<file path="config.mk">
export PLATFORM = sky130hd
export DESIGN_NAME = sched_controller_flat
export DESIGN_NICKNAME = d
export VERILOG_FILES = /design/src/rtl/sched_pkg.sv /design/src/rtl/sched_if.sv /design/src/rtl/sched_timer.sv /design/src/rtl/sched_controller.sv /design/src/flat_wrapper.sv
export SDC_FILE = /design/constraint.sdc
export NUM_CORES = 1
export LEC_CHECK = 0
export ABC_AREA = 1
export CORE_AREA = 2 2 102 124
export CTS_BUF_LIST = sky130_fd_sc_hd__clkbuf_8
export CTS_CLUSTER_DIAMETER = 30
export CTS_CLUSTER_SIZE = 30
export DETAILED_ROUTE_END_ITERATION = 8
export DIE_AREA = 0 0 104 126
export PLACE_DENSITY = 0.77
export SLEW_MARGIN = 20
export SYNTH_ARGS = -nofsm -noshare
export SYNTH_HDL_FRONTEND = slang
export SYNTH_HIERARCHICAL = 1
export SYNTH_SLANG_ARGS = --single-unit
</file>
<file path="constraint.sdc">
create_clock -name clk -period 4.9 [get_ports clk]
set_input_delay 0.49 -clock clk [delete_from_list [all_inputs] [get_ports clk]]
set_output_delay 0.49 -clock clk [all_outputs]
set_load 0.02 [all_outputs]
</file>
<file path="src/rtl/sched_pkg.sv">
// Shared definitions for the scheduler controller: config opcodes, cause codes,
// FSM states and the priority pick used when entering a request.
package sched_pkg;

  localparam int VEC_W = 16;

  typedef enum logic [3:0] {
    OP_VEC_SYS = 4'b0001,
    OP_VEC_TMR = 4'b0010,
    OP_VEC_DMA = 4'b0011,
    OP_START   = 4'b0100,
    OP_RST_TMR = 4'b0101
  } sched_op_e;

  typedef enum logic [1:0] {
    CAUSE_NONE = 2'b00,
    CAUSE_SYS  = 2'b01,
    CAUSE_DMA  = 2'b10,
    CAUSE_TMR  = 2'b11
  } cause_e;

  typedef enum logic [1:0] {
    ST_IDLE,
    ST_RUN,
    ST_REQ,
    ST_SERVICE
  } state_e;

  // Pending bits are indexed by cause code: [1] syscall, [2] DMA, [3] timer.
  function automatic cause_e pick_cause(input logic [3:1] pend);
    if (pend[1]) return CAUSE_SYS;
    if (pend[2]) return CAUSE_DMA;
    if (pend[3]) return CAUSE_TMR;
    return CAUSE_NONE;
  endfunction

endpackage

</file>
<file path="src/rtl/sched_if.sv">
// Config stream, event inputs and interrupt handshake between the decoder/core
// (master) and the scheduler controller (slave).
interface sched_if;
  import sched_pkg::*;

  logic             SCHED_conf;
  logic [3:0]       SCHED_OP;
  logic [VEC_W-1:0] SCHED_value;
  logic [VEC_W-1:0] PC_pos;
  logic             syscall_req;
  logic             dma_done;
  logic             int_ack;
  logic             int_ret;
  logic             int_req;
  logic [VEC_W-1:0] int_vector;
  logic [1:0]       int_cause;
  logic [VEC_W-1:0] saved_PC;
  logic             sched_running;

  modport master (
    output SCHED_conf, SCHED_OP, SCHED_value, PC_pos,
    output syscall_req, dma_done, int_ack, int_ret,
    input  int_req, int_vector, int_cause, saved_PC, sched_running
  );

  modport slave (
    input  SCHED_conf, SCHED_OP, SCHED_value, PC_pos,
    input  syscall_req, dma_done, int_ack, int_ret,
    output int_req, int_vector, int_cause, saved_PC, sched_running
  );

endinterface

</file>
<file path="src/rtl/sched_timer.sv">
// Quantum register and down-counter; pulses expire on the counter==1 RUN edge
// unless a config load on the same edge takes precedence.
module sched_timer #(
  parameter int QUANTUM_W = 16
) (
  input  logic                 clk,
  input  logic                 reset,
  input  logic                 load,
  input  logic [QUANTUM_W-1:0] load_val,
  input  logic                 run,
  input  logic                 reload,
  output logic                 expire
);

  logic [QUANTUM_W-1:0] quantum_q;
  logic [QUANTUM_W-1:0] counter_q;
  logic                 enabled;

  assign enabled = (quantum_q != '0);
  assign expire  = run && enabled && !load && (counter_q == QUANTUM_W'(1));

  always_ff @(posedge clk) begin
    if (reset) begin
      quantum_q <= '0;
      counter_q <= '0;
    end else if (load) begin
      quantum_q <= load_val;
      counter_q <= load_val;
    end else if (reload) begin
      counter_q <= quantum_q;
    end else if (run && enabled) begin
      // Reloading at 1 keeps the count from ever reaching zero.
      counter_q <= (counter_q == QUANTUM_W'(1)) ? quantum_q : counter_q - QUANTUM_W'(1);
    end
  end

endmodule

</file>
<file path="src/rtl/sched_controller.sv">
// Scheduler controller: holds handler vectors, latches pending events and runs
// the request/ack/return handshake with the fetch stage.
module sched_controller
  import sched_pkg::*;
#(
  parameter int QUANTUM_W = 16
) (
  input  logic     clk,
  input  logic     reset,
  sched_if.slave   bus
);

  state_e           state_q, state_n;
  logic [VEC_W-1:0] vec_sys_q, vec_tmr_q, vec_dma_q;
  logic [3:1]       pend_q, pend_n, pend_eff;
  cause_e           cause_q, sel_cause;
  logic [VEC_W-1:0] vector_q, sel_vec, saved_pc_q;
  logic             cfg_start, cfg_tmr_load, tmr_expire, enter_req;

  assign cfg_start    = bus.SCHED_conf && (bus.SCHED_OP == OP_START);
  assign cfg_tmr_load = cfg_start || (bus.SCHED_conf && (bus.SCHED_OP == OP_RST_TMR));

  sched_timer #(.QUANTUM_W(QUANTUM_W)) u_timer (
    .clk      (clk),
    .reset    (reset),
    .load     (cfg_tmr_load),
    .load_val (QUANTUM_W'(bus.SCHED_value)),
    .run      (state_q == ST_RUN),
    .reload   ((state_q == ST_SERVICE) && bus.int_ret),
    .expire   (tmr_expire)
  );

  always_ff @(posedge clk) begin
    if (reset) begin
      vec_sys_q <= '0;
      vec_tmr_q <= '0;
      vec_dma_q <= '0;
    end else if (bus.SCHED_conf) begin
      case (bus.SCHED_OP)
        OP_VEC_SYS: vec_sys_q <= bus.SCHED_value;
        OP_VEC_TMR: vec_tmr_q <= bus.SCHED_value;
        OP_VEC_DMA: vec_dma_q <= bus.SCHED_value;
        default: ;
      endcase
    end
  end

  // A zero vector masks its source, including a bit latched before the mask.
  assign pend_eff  = pend_q & {(vec_tmr_q != '0), (vec_dma_q != '0), (vec_sys_q != '0)};
  assign sel_cause = pick_cause(pend_eff);

  always_comb begin
    sel_vec = '0;
    case (sel_cause)
      CAUSE_SYS: sel_vec = vec_sys_q;
      CAUSE_DMA: sel_vec = vec_dma_q;
      CAUSE_TMR: sel_vec = vec_tmr_q;
      default:   sel_vec = '0;
    endcase
  end

  always_comb begin
    pend_n = pend_q;
    if ((state_q == ST_REQ) && bus.int_ack) begin
      case (cause_q)
        CAUSE_SYS: pend_n[1] = 1'b0;
        CAUSE_DMA: pend_n[2] = 1'b0;
        CAUSE_TMR: pend_n[3] = 1'b0;
        default: ;
      endcase
    end
    if (state_q != ST_IDLE) begin
      if (bus.syscall_req) pend_n[1] = 1'b1;
      if (bus.dma_done)    pend_n[2] = 1'b1;
      if (tmr_expire)      pend_n[3] = 1'b1;
    end
    if (vec_sys_q == '0) pend_n[1] = 1'b0;
    if (vec_dma_q == '0) pend_n[2] = 1'b0;
    if (vec_tmr_q == '0) pend_n[3] = 1'b0;
  end

  always_ff @(posedge clk) begin
    if (reset) pend_q <= '0;
    else       pend_q <= pend_n;
  end

  // FSM: state register
  always_ff @(posedge clk) begin
    if (reset) state_q <= ST_IDLE;
    else       state_q <= state_n;
  end

  // FSM: next state
  always_comb begin
    state_n = state_q;
    case (state_q)
      ST_IDLE:    if (cfg_start)     state_n = ST_RUN;
      ST_RUN:     if (|pend_eff)     state_n = ST_REQ;
      ST_REQ:     if (bus.int_ack)   state_n = ST_SERVICE;
      ST_SERVICE: if (bus.int_ret)   state_n = ST_RUN;
      default:                       state_n = ST_IDLE;
    endcase
  end

  assign enter_req = (state_q == ST_RUN) && (state_n == ST_REQ);

  // Request payload is captured once on entry and frozen through REQ.
  always_ff @(posedge clk) begin
    if (reset) begin
      cause_q    <= CAUSE_NONE;
      vector_q   <= '0;
      saved_pc_q <= '0;
    end else if (enter_req) begin
      cause_q    <= sel_cause;
      vector_q   <= sel_vec;
      saved_pc_q <= bus.PC_pos;
    end
  end

  // FSM: outputs
  always_comb begin
    bus.int_req       = (state_q == ST_REQ);
    bus.sched_running = (state_q != ST_IDLE);
    bus.int_cause     = cause_q;
    bus.int_vector    = vector_q;
    bus.saved_PC      = saved_pc_q;
  end

endmodule

</file>
<file path="src/flat_wrapper.sv">
// flat-port wrapper written by rule: the top's interface ports become plain ports
module sched_controller_flat import sched_pkg::*;
#(
  parameter int QUANTUM_W = 16
)
  (clk, reset, bus_SCHED_conf, bus_SCHED_OP, bus_SCHED_value, bus_PC_pos, bus_syscall_req, bus_dma_done, bus_int_ack, bus_int_ret, bus_int_req, bus_int_vector, bus_int_cause, bus_saved_PC, bus_sched_running);
  sched_if bus_i ();
  input  logic clk;
  input  logic reset;
  input wire logic [$bits(bus_i.SCHED_conf)-1:0] bus_SCHED_conf;
  input wire logic [$bits(bus_i.SCHED_OP)-1:0] bus_SCHED_OP;
  input wire logic [$bits(bus_i.SCHED_value)-1:0] bus_SCHED_value;
  input wire logic [$bits(bus_i.PC_pos)-1:0] bus_PC_pos;
  input wire logic [$bits(bus_i.syscall_req)-1:0] bus_syscall_req;
  input wire logic [$bits(bus_i.dma_done)-1:0] bus_dma_done;
  input wire logic [$bits(bus_i.int_ack)-1:0] bus_int_ack;
  input wire logic [$bits(bus_i.int_ret)-1:0] bus_int_ret;
  output wire logic [$bits(bus_i.int_req)-1:0] bus_int_req;
  output wire logic [$bits(bus_i.int_vector)-1:0] bus_int_vector;
  output wire logic [$bits(bus_i.int_cause)-1:0] bus_int_cause;
  output wire logic [$bits(bus_i.saved_PC)-1:0] bus_saved_PC;
  output wire logic [$bits(bus_i.sched_running)-1:0] bus_sched_running;
  assign bus_i.SCHED_conf = bus_SCHED_conf;
  assign bus_i.SCHED_OP = bus_SCHED_OP;
  assign bus_i.SCHED_value = bus_SCHED_value;
  assign bus_i.PC_pos = bus_PC_pos;
  assign bus_i.syscall_req = bus_syscall_req;
  assign bus_i.dma_done = bus_dma_done;
  assign bus_i.int_ack = bus_int_ack;
  assign bus_i.int_ret = bus_int_ret;
  assign bus_int_req = bus_i.int_req;
  assign bus_int_vector = bus_i.int_vector;
  assign bus_int_cause = bus_i.int_cause;
  assign bus_saved_PC = bus_i.saved_PC;
  assign bus_sched_running = bus_i.sched_running;
  sched_controller #(.QUANTUM_W(QUANTUM_W)) u_core (.clk(clk), .reset(reset), .bus(bus_i));
endmodule
</file>
* After elaboration in Yosys (flattened, before gate mapping) *
Index checks and enable logic that the tools add are counted.

storage, ports and cells
  bits of input ports = 43
  register bits = 119
  word-level logic and storage cells = 87
  output and inout port bits = 36

operators by class
  multiplexer cells = 30
  add/sub/neg operators = 1
  reductions and logical operators = 27
  equal/unequal tests = 16
  bitwise operators = 1

operator list
  operator                                            number
  two-way mux 16 bit                                  4
  nonzero test 16 bit                                 4
  zero test 16 bit                                    3
  one-hot mux 16 bit (3 select lines)                 1
  two-way mux 2 bit                                   10
  == test 16 x 1 -> 1 bit, second input constant      1
  subtractor 16 x 1 -> 16 bit, second input constant  1
  == test 2 bit, second input constant                7
  two-way mux 1 bit                                   12
  == test 4 x 2 -> 1 bit, second input constant       2
  == test 4 x 3 -> 1 bit, second input constant       2
  logical AND 1 bit                                   8
  one-hot mux 2 bit (4 select lines)                  1
  == test 2 x 1 -> 1 bit, second input constant       3
  two-way mux 3 bit                                   2
  AND reduction 2 bit                                 3
  OR reduction 2 bit                                  3
  == test 4 x 1 -> 1 bit, second input constant       1
  bitwise AND 3 bit                                   1
  nonzero test 3 bit                                  1
  OR reduction 3 bit                                  1
  zero test 2 bit                                     1
  nonzero test 2 bit                                  1
  zero test 1 bit                                     1
  logical OR 1 bit                                    1

* Logic depth before layout (Yosys ltp) *
Gate-level depths: netlist of run 1.

  depth after elaboration = 11
  depth in mapped cells = 12
  gate-level depth less buffers = 10

* Cells and area by module *
The synthesis of run 1 kept the hierarchy.

modules (own cells, without submodules)
  module            area an instance (um^2)  cells each  instances
  sched_controller  3843.7                   556         1
  sched_timer       2000.7                   294         1

* Worst setup path after synthesis of run 1 *
No wires, ideal clock.

  path kind = input -> register
  start = in bus_int_ret
  end = reg u_core.u_timer.counter_q[10]
  data required time = 4.778 ns
  slack = 3.245 ns
  cell stages on the path = 6
  arrival time = 1.533 ns
  path buffers = 1
  library setup time = 0.122 ns
  cell sequence = inv_1 nor3_1 nor2_8 clkbuf_1 a21boi_0 a21oi_2

on the way
  longest elaborated chain between the ends = 3

RTL lines
  item                  line                    text
  from (decl)           flat_wrapper.sv:17      input wire logic [$bits(bus_i.int_ret)-1:0] bus_int_ret;
  logical AND 1 bit *   sched_controller.sv:29  .reload ((state_q == ST_SERVICE) && bus.int_ret),
  two-way mux 16 bit    sched_timer.sv:29       end else if (reload) begin
  two-way mux 16 bit    sched_timer.sv:26       end else if (load) begin
  to (signal assigned)  sched_timer.sv:28       counter_q <= load_val;
  to (signal assigned)  sched_timer.sv:30       counter_q <= quantum_q;
  to (signal assigned)  sched_timer.sv:33       counter_q <= (counter_q == QUANTUM_W'(1)) ? quantum_q : counter_q - QUANTUM_W'(1);
  to (decl)             sched_timer.sv:16       logic [QUANTUM_W-1:0] counter_q;

Every way passes the cells marked *; elsewhere a longest branch is shown, timed or not.
A chain may end at the register's enable or synchronous reset.

* Worst setup path in the final report of run 1 *
  start = reg u_core.vec_sys_q[4]
  end = reg u_core.saved_pc_q[2] (netlist: u_core/bus.saved_PC[2])

on the way
  longest elaborated chain between the ends = 7

RTL lines
  item                                line                     text
  from (decl)                         sched_controller.sv:14   logic [VEC_W-1:0] vec_sys_q, vec_tmr_q, vec_dma_q;
  from (signal assigned)              sched_controller.sv:40   OP_VEC_SYS: vec_sys_q <= bus.SCHED_value;
  nonzero test 16 bit                 sched_controller.sv:49   assign pend_eff = pend_q & {(vec_tmr_q != '0), (vec_dma_q != '0), (vec_sys_q != '0)};
  bitwise AND 3 bit                   sched_controller.sv:49
  OR reduction 3 bit                  sched_controller.sv:98   ST_RUN: if (|pend_eff) state_n = ST_REQ;
  two-way mux 2 bit                   sched_controller.sv:98
  one-hot mux 2 bit (4 select lines)  sched_controller.sv:96   case (state_q)
  == test 2 bit                       sched_controller.sv:105  assign enter_req = (state_q == ST_RUN) && (state_n == ST_REQ);
  logical AND 1 bit                   sched_controller.sv:105
  to (signal assigned)                sched_controller.sv:116  saved_pc_q <= bus.PC_pos;
  to (decl)                           sched_controller.sv:17   logic [VEC_W-1:0] vector_q, sel_vec, saved_pc_q;

No other way between the ends.

==> results of run 1 <==
-- final cells by class --
cell class,instances,area [um2],area share
multi-input combinational,606,2890,0.413
sequential,119,2380,0.340
clock buffer,17,234,0.0334
tap,161,201,0.0287
timing repair buffer,83,822,0.117
clock inverter,15,163,0.0232
inverter,83,317,0.0451
-- synth_stat cells (2+ instances only) --
cell type	n
a21oi_1	74
a21boi_0	14
nor3_1	6
nand3_1	30
inv_4	2
nand2_1	181
or2_2	3
nand2_2	3
o21ai_2	10
buf_6	8
nand2_4	4
o21ai_0	68
inv_1	77
clkbuf_1	19
nor2_4	3
buf_2	10
inv_2	3
xor2_1	3
buf_4	3
nor2_1	149
xnor2_1	2
ha_1	2
a21oi_2	11
nand3b_1	2
dfxtp_1	119
o21ai_1	18
nand4_1	16
-- tightest hold or removal path: stages (launching register included) --
cell and delay [ns]:
dfxtp_1 0.32, inv_1 0.05, a21oi_1 0.05
-- through the flow --
| stage | power [mW] | area (um2) | setup slack (ns) | util |
|---|---|---|---|---|
| 3_5_place_dp | 1.29 | 6600 | 2.27 | 0.555 |
| 5_1_grt | 2.25 | 7010 | 2.46 | 0.590 |
| 4_1_cts | 2.17 | 7000 | 2.64 | 0.589 |
| 6_report | 2.16 | 7010 | 2.68 | 0.590 |
| 2_1_floorplan | 1.20 | 5840 | 3.25 | - |
| 3_3_place_gp | 1.28 | 6600 | 2.32 | 0.555 |
-- final timing paths --
| check | end | start | slack (ns) |
|---|---|---|---|
| worst max-delay path | u_core/bus.saved_PC[2] | u_core/vec_sys_q[4] | 2.68 |
| worst min-delay path | u_core/vec_dma_q[7] | u_core/vec_dma_q[7] | 0.46 |
| worst max register to register | u_core/bus.saved_PC[2] | u_core/vec_sys_q[4] | 2.68 |
| worst min register to register | u_core/vec_dma_q[7] | u_core/vec_dma_q[7] | 0.46 |
-- registers in the layout, indices dropped and copies added, names as in the netlist --
signal                    cells
u_core/pend_q                 3
u_core/bus.int_vector        16
u_core/vec_dma_q             16
u_core/u_timer/quantum_q     16
u_core/vec_sys_q             16
u_core/vec_tmr_q             16
u_core/bus.saved_PC          16
u_core/u_timer/counter_q     16
u_core/state_q                2
u_core/bus.int_cause          2
-- routing by layer --
| layer | vias up | GRT usage | wire length [um] |
|---|---|---|---|
| met5 | - | 0 | 0 |
| met1 | 2478 | 0.279 | 6440 |
| met3 | 21 | 0.0518 | 591 |
| met2 | 134 | 0.376 | 7060 |
| met4 | 0 | 0.0723 | 231 |
| li1 | 2854 | - | - |
-- cells by family after synthesis --
family | after synthesis | synth area share
xor gates and xnor gates | 5 | 0.00749
DFF | 119 | 0.408
AOI/OAI and AO/OA | 196 | 0.188
buffers and inverters | 125 | 0.0983
and+or+nand+nor | 403 | 0.294
adders and majority gates | 2 | 0.00428
-- where the power goes --
| part | internal (mW) | switching (mW) |
|---|---|---|
| sequential | 0.986 | 0.0167 |
| clock | 0.496 | 0.399 |
| combinational | 0.107 | 0.156 |
==> summary.md, run 1 <==
| Metric | Value |
|---|---|
| Antenna violations before repair | `0` |
| Total detailed-routing wirelength | `14,300 um` |
| Global-route wire length before repair | `23,900 um` |
| Minimum period implied by the final worst setup slack | `2.22 ns` |
| Type of element capturing the critical path | `flip-flop` |
| EDFF count, synth | `0` |
| Hold buffer count at cts | `0` |
| Most common library cell in the layout ignoring fill and taps | `nand2_1` |
| Top cells by area in the synthesized netlist | `dfxtp_1, nand2_1, nor2_1` |
| Weighted congestion reported at the end of routability-driven placement | `0.836` |
| Highest clock rate | `450 MHz` |
| CTS H-Tree Depth | `4` |
| Clk_lat worst skew | `0.43 ns` |
| Leading area contributor after synthesis | `dfxtp_1` |
| Num Clock Sinks | `119` |
| Clk slew on worst S/H paths | `0.07 ns` |
| Depth of the worst register-to-register path | `10` |
| Post-synth top area share | `0.408` |
| Status | `finished clean` |
| Slew at the pin closest to its max-slew limit | `1.05 ns` |
| Dominant synthesized flop cell | `dfxtp_1` |
| Wire length per cell after detailed routing | `13.2 um` |
| Final Hold Vio Count | `0` |
| HPWL after DPL | `10,100 um` |
| Number of distinct library cells after synthesis | `37` |
| CTS Root Cell | `clkbuf_8` |
| Critical path required time | `5.23 ns` |
| Gate family responsible for the most delay along the worst path | `simple AND/OR/NAND/NOR gates` |
| Filler instances | `1,153` |
| Post-synth ARST share | `0` |
| Drt first-iter violations | `280` |
| Highest ir drop seen on vdd | `0.147 mV` |
| Largest buffer count on any clock path | `2` |
| Clock skew after layout | `0.0104 ns` |
| Worst hold slack across all endpoints | `0.464 ns` |
| Pin count of the biggest net entering global routing | `54` |
| Worst Setup Path Type | `flip-flop to flip-flop` |
| Syn-to-layout area delta | `20.0%` |
| Ordered cell list for the critical path | `nor2_1 > nand2_1 > nor2_1 > nand2_1 > nand2_4 > nand3_2 > nand2_4 > inv_4 > nor2_1 > nor2_1` |
| Most prevalent standard cell on the critical path | `nor2_1` |
| Number of buffers inserted to repair setup after CTS | `0` |
| Layout cells sized above 1 | `0.0878` |
| # diodes | `0` |
| TritonCTS clock tree | `built` |
| Startpoint kind of the worst setup timing path | `flip-flop` |
| Worst Hold Depth | `2` |
| FP Rows | `44` |
| Global route total overflow | `0` |
| TritonCTS buffer count | `17` |
| Count of synthesis-stage warnings from yosys | `6` |
| DR vias/cell | `5.06` |
| Maximum Capacitance Violations | `0` |
| Synthesized cell area | `0.00584 mm2` |
| CP Max Fanout | `52` |
| Normalized max-slew margin | `0.301` |
| Placed Cells incl. Taps | `1,051` |
| Pre-Repair DR Iteration Count | `5` |
| Via count of the first global-routing pass | `5,026` |
| DR vias | `5,487` |
| Power density relative to cell area | `308 mW/mm2` |
| Slowest cell on the critical path | `nand2_4` |
| Post-Synthesis Mean Instance Area | `6.88 um2` |
| Number of resized instances in the post-cts repair step | `0` |
| DRC violation count after routing | `0` |
| Flip-flop and latch count after synthesis | `119` |
| Number of placed I/O pins | `79` |
| Synthesized net count | `895` |
| Class of the tightest hold or removal check | `flip-flop to flip-flop` |
| Routed Antenna Nets | `0` |
| Synthesized netlist cell count | `850` |
| Crit. path cell count | `10` |
| Largest stage delay on the critical path | `0.46 ns` |
| Count of final setup violators | `0` |
| Port-buffer cells | `78` |
| Number of buffers and inverters on the critical path | `1` |
| Part of the Yosys area used for sequential elements | `0.408` |
| Core Footprint | `0.0119 mm2` |
| Crit share post-route | `0.454` |
| Setup total negative slack | `0 ns` |
| Total track usage | `0.222` |
| Final Instance Count excl. Fillers | `1,084` |
| Initial standard-cell utilization of the core | `0.491` |
| Die width | `104 um` |
| Die area | `0.0131 mm2` |
| Net count reported at finish | `955` |
| Static Leak | `2.95 nW` |
| Worst path arrival time | `2.55 ns` |
| Height of the die | `126 um` |
| Setup repair after global routing missed its margin | `no` |
| Most frequent cells in the layout | `nand2_1, nor2_1, dfxtp_1, inv_1, clkdlybuf4s50_1` |
| Final Max Tran Viols | `0` |
(Power assumes the default switching activity.)
==> run 2: changes to the inputs <==
- PLACE_DENSITY: 0.77 -> 0.79
- clock period: 4.9 -> 1.97 ns (I/O delays scaled with it)
==> run 2 against run 1 <==
  * Die area unchanged
  * Sequential share of layout area decreased by 0.52 points
  * Wire length is 2.9% higher
  * Combinational power rose to 2.6 times the previous value
  * Worst setup slack lost 2.6 ns
  * Critical path type is now flip-flop to output pin
==> summary.md, run 2 (synthesis results as in run 1) <==
| Metric | Value |
|---|---|
| # diodes | `0 (unchanged)` |
| Status | `finished clean (unchanged)` |
| Filler instances | `1,115 (was 1,153)` |
| Clk slew on worst S/H paths | `0.07 ns (about the same)` |
| Startpoint kind of the worst setup timing path | `flip-flop (unchanged)` |
| Number of buffers and inverters on the critical path | `2 (was 1)` |
| Power density relative to cell area | `739 mW/mm2 (was 308 mW/mm2)` |
| Height of the die | `126 um (unchanged)` |
| Num Clock Sinks | `119 (unchanged)` |
| Global route total overflow | `0 (unchanged)` |
| Clk_lat worst skew | `0.42 ns (was 0.43 ns)` |
| Pre-Repair DR Iteration Count | `5 (unchanged)` |
| Net count reported at finish | `968 (was 955)` |
| Critical path required time | `1.77 ns (was 5.23 ns)` |
| Clock skew after layout | `0.00925 ns (was 0.0104 ns)` |
| Via count of the first global-routing pass | `5,237 (was 5,026)` |
| Source of the critical timing path | `u_core/state_q[1] (was u_core/vec_sys_q[4])` |
| Type of element capturing the critical path | `output pin (was flip-flop)` |
| Global-route wire length before repair | `24,500 um (was 23,900 um)` |
| Count of final setup violators | `0 (unchanged)` |
| TritonCTS clock tree | `built (unchanged)` |
| CP Max Fanout | `4 (was 52)` |
| Final Max Tran Viols | `0 (unchanged)` |
| CTS Root Cell | `clkbuf_8 (unchanged)` |
| Maximum Capacitance Violations | `0 (unchanged)` |
| Flip-flop and latch area | `0.00238 mm2 (unchanged)` |
| Crit share post-route | `0.943` |
| Setup total negative slack | `0 ns (unchanged)` |
| Hold buffer count at cts | `0 (unchanged)` |
| Worst path arrival time | `1.66 ns (was 2.55 ns)` |
| DR vias | `5,593 (was 5,487)` |
| Ordered cell list for the critical path | `inv_1 > nor2_1 > clkdlybuf4s50_1 (was nor2_1 > nand2_1 > nor2_1 > nand2_1 > nand2_4 > nand3_2 > nand2_4 > inv_4 > nor2_1 > nor2_1)` |
| Weighted congestion reported at the end of routability-driven placement | `0.868 (was 0.836)` |
| Number of placed I/O pins | `79 (unchanged)` |
| Wire length per cell after detailed routing | `13.5 um (was 13.2 um)` |
| Gate family responsible for the most delay along the worst path | `buffers and inverters (was simple AND/OR/NAND/NOR gates)` |
| FP Rows | `44 (unchanged)` |
| Layout cells sized above 1 | `0.0996 (was 0.0878)` |
| Most frequent cells in the layout | `nand2_1, nor2_1, dfxtp_1, inv_1, clkdlybuf4s50_1 (unchanged)` |
| Normalized max-slew margin | `0.676 (was 0.301)` |
| Slew at the pin closest to its max-slew limit | `0.485 ns (was 1.05 ns)` |
| Die width | `104 um (unchanged)` |
| Setup repair after global routing missed its margin | `no (unchanged)` |
| Die area | `0.0131 mm2 (unchanged)` |
| Total track usage | `0.226 (was 0.222)` |
| TritonCTS buffer count | `17 (unchanged)` |
| Total detailed-routing wirelength | `14,700 um (was 14,300 um)` |
| HPWL after DPL | `10,600 um (was 10,100 um)` |
| DR vias/cell | `5.11 (was 5.06)` |
| DRC violation count after routing | `0 (unchanged)` |
| Total area of multi-input combinational cells | `0.00290 mm2 (was 0.00289 mm2)` |
| Minimum period implied by the final worst setup slack | `1.86 ns` |
| Drt first-iter violations | `308 (was 280)` |
| Startpoint of the most critical register-to-register path | `u_core/vec_dma_q[6] (was u_core/vec_sys_q[4])` |
| Origin of the worst min-delay path | `bus_PC_pos[1] (was u_core/vec_dma_q[7])` |
| Pin count of the biggest net entering global routing | `84 (was 54)` |
| Static Leak | `3.01 nW (was 2.95 nW)` |
| Syn-to-layout area delta | `21.8% (was 20.0%)` |
| Largest buffer count on any clock path | `2 (unchanged)` |
| Class of the tightest hold or removal check | `input pin to flip-flop (was flip-flop to flip-flop)` |
| Routed Antenna Nets | `0 (unchanged)` |
| Core Footprint | `0.0119 mm2 (unchanged)` |
| Worst Setup Path Type | `flip-flop to output pin (was flip-flop to flip-flop)` |
| Initial standard-cell utilization of the core | `0.491 (unchanged)` |
| Largest stage delay on the critical path | `0.64 ns (was 0.46 ns)` |
| Antenna violations before repair | `0 (unchanged)` |
| Slowest cell on the critical path | `clkdlybuf4s50_1 (was nand2_4)` |
| Final Hold Vio Count | `0 (unchanged)` |
| Most common library cell in the layout ignoring fill and taps | `nand2_1 (unchanged)` |
| Highest clock rate | `538 MHz` |
| Port-buffer cells | `78 (unchanged)` |
| Utilization after layout | `0.599 (was 0.590)` |
| Highest ir drop seen on vdd | `0.393 mV (was 0.147 mV)` |
| Number of buffers inserted to repair setup after CTS | `0 (unchanged)` |
| CTS H-Tree Depth | `4 (unchanged)` |
[run 2: worst reg2reg max path, stage by stage, from the launching register on]
cell	delay, ns
dfxtp_1	0.33
nor2_1	0.12
nand2_1	0.07
nor2_1	0.17
nand2_1	0.13
nand2_2	0.14
nand3_2	0.11
nand2_4	0.16
buf_4	0.22
nand2_1	0.07
nand2_1	0.05
a21oi_1	0.04
[run 2: metrics by stage]
step | setup WS [ns] | area (um2) | total power [mW] | hold slack (ns) | instances
6_report | 0.112 | 7120 | 5.26 | 0.383 | 1095
3_3_place_gp | 0.160 | 6750 | 3.20 | 0.446 | 1065
2_1_floorplan | 0.392 | 5840 | 2.99 | 0.266 | 850
5_1_grt | 0.0381 | 7120 | 5.47 | 0.379 | 1095
4_1_cts | 0.0927 | 7120 | 5.28 | 0.361 | 1095
3_5_place_dp | 0.132 | 6750 | 3.21 | 0.450 | 1065
[run 2: layer usage]
metal,wire length (um),track usage,vias up
met5,0,0,-
li1,-,-,2871
met2,7490,0.416,158
met4,224,0.0715,0
met1,6350,0.263,2544
met3,677,0.0450,20
[run 2: power by group]
group          total [mW]  internal [mW]  switching [mW]
sequential           2.50           2.45          0.0440
clock                2.09           1.16           0.936
combinational       0.672          0.273           0.400
[run 2: timing repair]
action / 4_1_cts / 5_1_grt
gates resized for setup: 0 / 1
hold endpoints to repair: 0 / 0
setup endpoints to repair: 0 / 1
[run 2: area by class of cell]
cell class                 count  share of cell area
timing repair buffer          96               0.134
inverter                      83              0.0445
tap                          161              0.0283
multi-input combinational    606               0.407
clock inverter                11              0.0155
sequential                   119               0.335
clock buffer                  19              0.0367
[run 2: worst paths after layout]
kind         cells after the start  slack (ns)                  endpoint
max                              3        0.11               bus_int_req
min reg2reg                      2        0.46       u_core/vec_dma_q[2]
min                              3        0.38    u_core/bus.saved_PC[1]
max reg2reg                     11        0.24  u_core/bus.int_vector[0]
==> run 3: changes to the inputs <==
- CORE_AREA: 2 2 102 124 -> 2 2 105 118
- DIE_AREA: 0 0 104 126 -> 0 0 107 120
- PLACE_DENSITY: 0.79 -> 0.8
- SYNTH_HIERARCHICAL: 1 -> not set
==> run 3 against run 2 <==
  * Final area decreased by 0.35%
  * Sequential power about the same
  * Flip-flop and latch count unchanged
  * First-iteration DRC count increased by 46%
  * Register-to-register slack got worse by 0.06 ns
  * Synthesized cell count increased by 0.12%
  * Worst hold slack got worse by 0.037 ns
  * Die area decreased by 2.0%
  * Sequential share of layout area increased by 0.12 points
  * Wire length increased by 3.6%
==> summary.md, run 3 <==
| Metric | Value |
|---|---|
| Power, Total | `5.60 mW (was 5.26 mW)` |
| Num Clock Sinks | `119 (unchanged)` |
| DRC violation count after routing | `0 (unchanged)` |
| Antenna violations before repair | `0 (unchanged)` |
| Most prevalent standard cell on the critical path | `nand2_1` |
| Combinational family with the most area after synthesis | `simple AND/OR/NAND/NOR gates (unchanged)` |
| Number of distinct library cells after synthesis | `33 (was 37)` |
| FP Rows | `42 (was 44)` |
| Count of final setup violators | `0 (unchanged)` |
| Setup repair after global routing missed its margin | `no (unchanged)` |
| Post-route design area | `0.00710 mm2 (was 0.00712 mm2)` |
| Type of element capturing the critical path | `flip-flop (was output pin)` |
| Count of synthesis-stage warnings from yosys | `0 (was 6)` |
| Synthesized net count | `896 (was 895)` |
| Synthesized cell area | `0.00571 mm2 (was 0.00584 mm2)` |
| Most frequent cells in the layout | `nand2_1, nor2_1, dfxtp_1, inv_1, a21oi_1 (was nand2_1, nor2_1, dfxtp_1, inv_1, clkdlybuf4s50_1)` |
| CTS Root Cell | `clkbuf_8 (unchanged)` |
| Most common library cell in the layout ignoring fill and taps | `nand2_1 (unchanged)` |
| Worst Setup Path Type | `flip-flop to flip-flop (was flip-flop to output pin)` |
| Clk slew on worst S/H paths | `0.07 ns (about the same)` |
| Dominant synthesized flop cell | `dfxtp_1 (unchanged)` |
| Routed Antenna Nets | `0 (unchanged)` |
| Compound-cell area share of the yosys netlist | `0.152 (was 0.188)` |
| Slew at the pin closest to its max-slew limit | `0.521 ns (was 0.485 ns)` |
| Minimum period implied by the final worst setup slack | `1.79 ns (was 1.86 ns)` |
| Largest stage delay on the critical path | `0.33 ns (was 0.64 ns)` |
| Syn-to-layout area delta | `24.3% (was 21.8%)` |
| Origin of the worst min-delay path | `bus_PC_pos[0] (was bus_PC_pos[1])` |
| CTS H-Tree Depth | `4 (unchanged)` |
| M1 WL | `6760 um (was 6350 um)` |
| Sw Share | `0.253 (was 0.262)` |
| Weighted congestion reported at the end of routability-driven placement | `0.928 (was 0.868)` |
| Wire length per cell after detailed routing | `14.0 um (was 13.5 um)` |
| # diodes | `0 (unchanged)` |
| Routed length on met2 | `7340 um (was 7490 um)` |
| Register share of total power | `0.448 (was 0.474)` |
| Final Hold Vio Count | `0 (unchanged)` |
| Via count of the first global-routing pass | `5,326 (was 5,237)` |
| TritonCTS buffer count | `17 (unchanged)` |
| Internal power summed over all cells | `4.18 mW (was 3.88 mW)` |
| Fin worst setup slack | `0.175 ns (was 0.112 ns)` |
| Part of the total power dissipated in combinational logic | `0.124 (was 0.128)` |
| Leading area contributor after synthesis | `dfxtp_1 (unchanged)` |
| Slowest cell on the critical path | `dfxtp_1 (was clkdlybuf4s50_1)` |
| Drt first-iter violations | `449 (was 308)` |
| Hold buffer count at cts | `0 (unchanged)` |
| HPWL after DPL | `10,500 um (was 10,600 um)` |
| Maximum Capacitance Violations | `0 (unchanged)` |
| Largest buffer count on any clock path | `2 (unchanged)` |
| Total track usage | `0.246 (was 0.226)` |
| Pre-Repair DR Iteration Count | `5 (unchanged)` |
| Static Leak | `3.01 nW (about the same)` |
| Global-route wire length before repair | `25,400 um (was 24,500 um)` |
| Port-buffer cells | `78 (unchanged)` |
| Net count reported at finish | `969 (was 968)` |
| Core Footprint | `0.0117 mm2 (was 0.0119 mm2)` |
| Flip-flop and latch count after synthesis | `119 (unchanged)` |
| Status | `finished clean (unchanged)` |
| Class of the tightest hold or removal check | `input pin to flip-flop (unchanged)` |
| CP Max Fanout | `35 (was 4)` |
| Most instantiated cells after synthesis | `nand2_1, nor2_1, dfxtp_1 (unchanged)` |
| DR vias | `5,629 (was 5,593)` |
| Ordered cell list for the critical path | `nor2_1 > nand2_1 > nor2_1 > nand2_1 > nand2_4 > nand3_4 > nand3_4 > buf_12 > nand2_1 > nand2_1 > nor2_1 (was inv_1 > nor2_1 > clkdlybuf4s50_1)` |
| Highest ir drop seen on vdd | `0.346 mV (was 0.393 mV)` |
| Source of the critical timing path | `u_core.vec_sys_q[12] (was u_core/state_q[1])` |
| Number of buffers inserted to repair setup after CTS | `0 (unchanged)` |
| Clock skew after layout | `0.00849 ns (was 0.00925 ns)` |
| Total detailed-routing wirelength | `15,300 um (was 14,700 um)` |
| Utilization after layout | `0.605 (was 0.599)` |
| Die width | `107 um (was 104 um)` |
| Clock network fraction of design power | `0.428 (was 0.398)` |
| Max layer used | `met4 (unchanged)` |
| Mux contribution to synthesized area | `0 (unchanged)` |
| DR vias/cell | `5.16 (was 5.11)` |
| Layout cells sized above 1 | `0.0726 (was 0.0996)` |
| Post-Synthesis Mean Instance Area | `6.71 um2 (was 6.88 um2)` |
| Number of placed I/O pins | `79 (unchanged)` |
| Power density relative to cell area | `789 mW/mm2 (was 739 mW/mm2)` |
| Part of the Yosys area used for sequential elements | `0.417 (was 0.408)` |
| Post-synth top area share | `0.417 (was 0.408)` |
| Post-synth ARST share | `0 (unchanged)` |
| Normalized max-slew margin | `0.653 (was 0.676)` |
| Adder-Cell Fraction of Synth Area | `0.00438 (was 0.00428)` |
| Synthesized netlist cell count | `851 (was 850)` |
| Filler instances | `1,089 (was 1,115)` |
| Crit share post-route | `0.911 (was 0.943)` |
| Height of the die | `120 um (was 126 um)` |
| Clk_lat worst skew | `0.44 ns (was 0.42 ns)` |
| TritonCTS clock tree | `built (unchanged)` |
| Post-Place Cell Area | `0.00665 mm2 (was 0.00675 mm2)` |
| Initial standard-cell utilization of the core | `0.487 (was 0.491)` |
| Pin count of the biggest net entering global routing | `62 (was 84)` |
| Met3 wire length | `699 um (was 677 um)` |
| Final Max Tran Viols | `0 (unchanged)` |
| XOR/XNOR Fraction of Synth Area | `0.0107 (was 0.00749)` |
| Startpoint of the most critical register-to-register path | `u_core.vec_sys_q[12] (was u_core/vec_dma_q[6])` |
| Share of synthesized cell area in and, or, nand and nor gates | `0.316 (was 0.294)` |
| Highest clock rate | `557 MHz (was 538 MHz)` |
| Startpoint kind of the worst setup timing path | `flip-flop (unchanged)` |
| Count leader, synth | `nand2_1 (unchanged)` |
| Setup total negative slack | `0 ns (unchanged)` |
| Pre-CTS WS | `0.116 ns (was 0.132 ns)` |
| Die area | `0.0128 mm2 (was 0.0131 mm2)` |
| Worst path arrival time | `2.13 ns (was 1.66 ns)` |
| Critical path required time | `2.30 ns (was 1.77 ns)` |
| Switching power total | `1.42 mW (was 1.38 mW)` |
| Global route total overflow | `0 (unchanged)` |
| EDFF count, synth | `0 (unchanged)` |
| Top cells by area in the synthesized netlist | `dfxtp_1, nand2_1, nor2_1 (unchanged)` |
## run 3: metal layers
metal  up-vias  GRT usage
met1      2528      0.315
met5         -          0
met3        39     0.0473
met4         0      0.111
li1       2899          -
met2       163      0.399
## run 3: repair_timing
| item | CTS | global route |
|---|---|---|
| hold endpoints to repair | 0 | 0 |
| gates resized for setup | 0 | 4 |
| setup endpoints to repair | 0 | 32 |
## run 3: final timing paths
check	to	slack [ns]	depth (start not counted)
worst max-delay path	u_core.bus.int_vector[12]	0.18	11
worst min-delay path	u_core.bus.saved_PC[0]	0.35	3
worst max register to register	u_core.bus.int_vector[12]	0.18	11
worst min register to register	u_core.bus.saved_PC[5]	0.46	2
## run 3: power groups by stage
stage	Sequential (mW)	Clock, mW	Combinational, mW
after floorplan	2.55	0	0.459
after global placement	2.56	0	0.673
after detailed placement	2.56	0	0.683
after CTS	2.50	2.41	0.690
after global routing	2.51	2.51	0.787
final	2.51	2.39	0.697
## run 3: cells by family after synthesis
group	Yosys count
buffers and inverters	137
adder cells (fa/ha/maj)	2
AND/OR/NAND/NOR	418
flip-flops	119
AO/OA/AOI/OAI	168
XOR/XNOR	7
## run 3: worst max-delay path: cells and delay by family, from the launching register on
kind,cells,cell delay [ns]
DFF,1,0.33
buffers and inverters,1,0.19
and+or+nand+nor,10,1.16
## run 3: final cells by class
| class | count | area [um2] | area share |
|---|---|---|---|
| Multi-Input combinational cell | 595 | 2760 | 0.389 |
| Inverter | 93 | 349 | 0.0492 |
| Clock inverter | 8 | 118 | 0.0166 |
| Timing Repair Buffer | 98 | 977 | 0.138 |
| Tap cell | 154 | 193 | 0.0272 |
| Sequential cell | 119 | 2380 | 0.336 |
| Clock buffer | 23 | 317 | 0.0446 |
## run 3: metrics by stage
| stage | hold slack (ns) | cells |
|---|---|---|
| 3_3_place_gp | 0.446 | 1059 |
| 3_5_place_dp | 0.453 | 1059 |
| 5_1_grt | 0.350 | 1090 |
| 4_1_cts | 0.333 | 1090 |
| 6_report | 0.345 | 1090 |
| 2_1_floorplan | 0.332 | 851 |
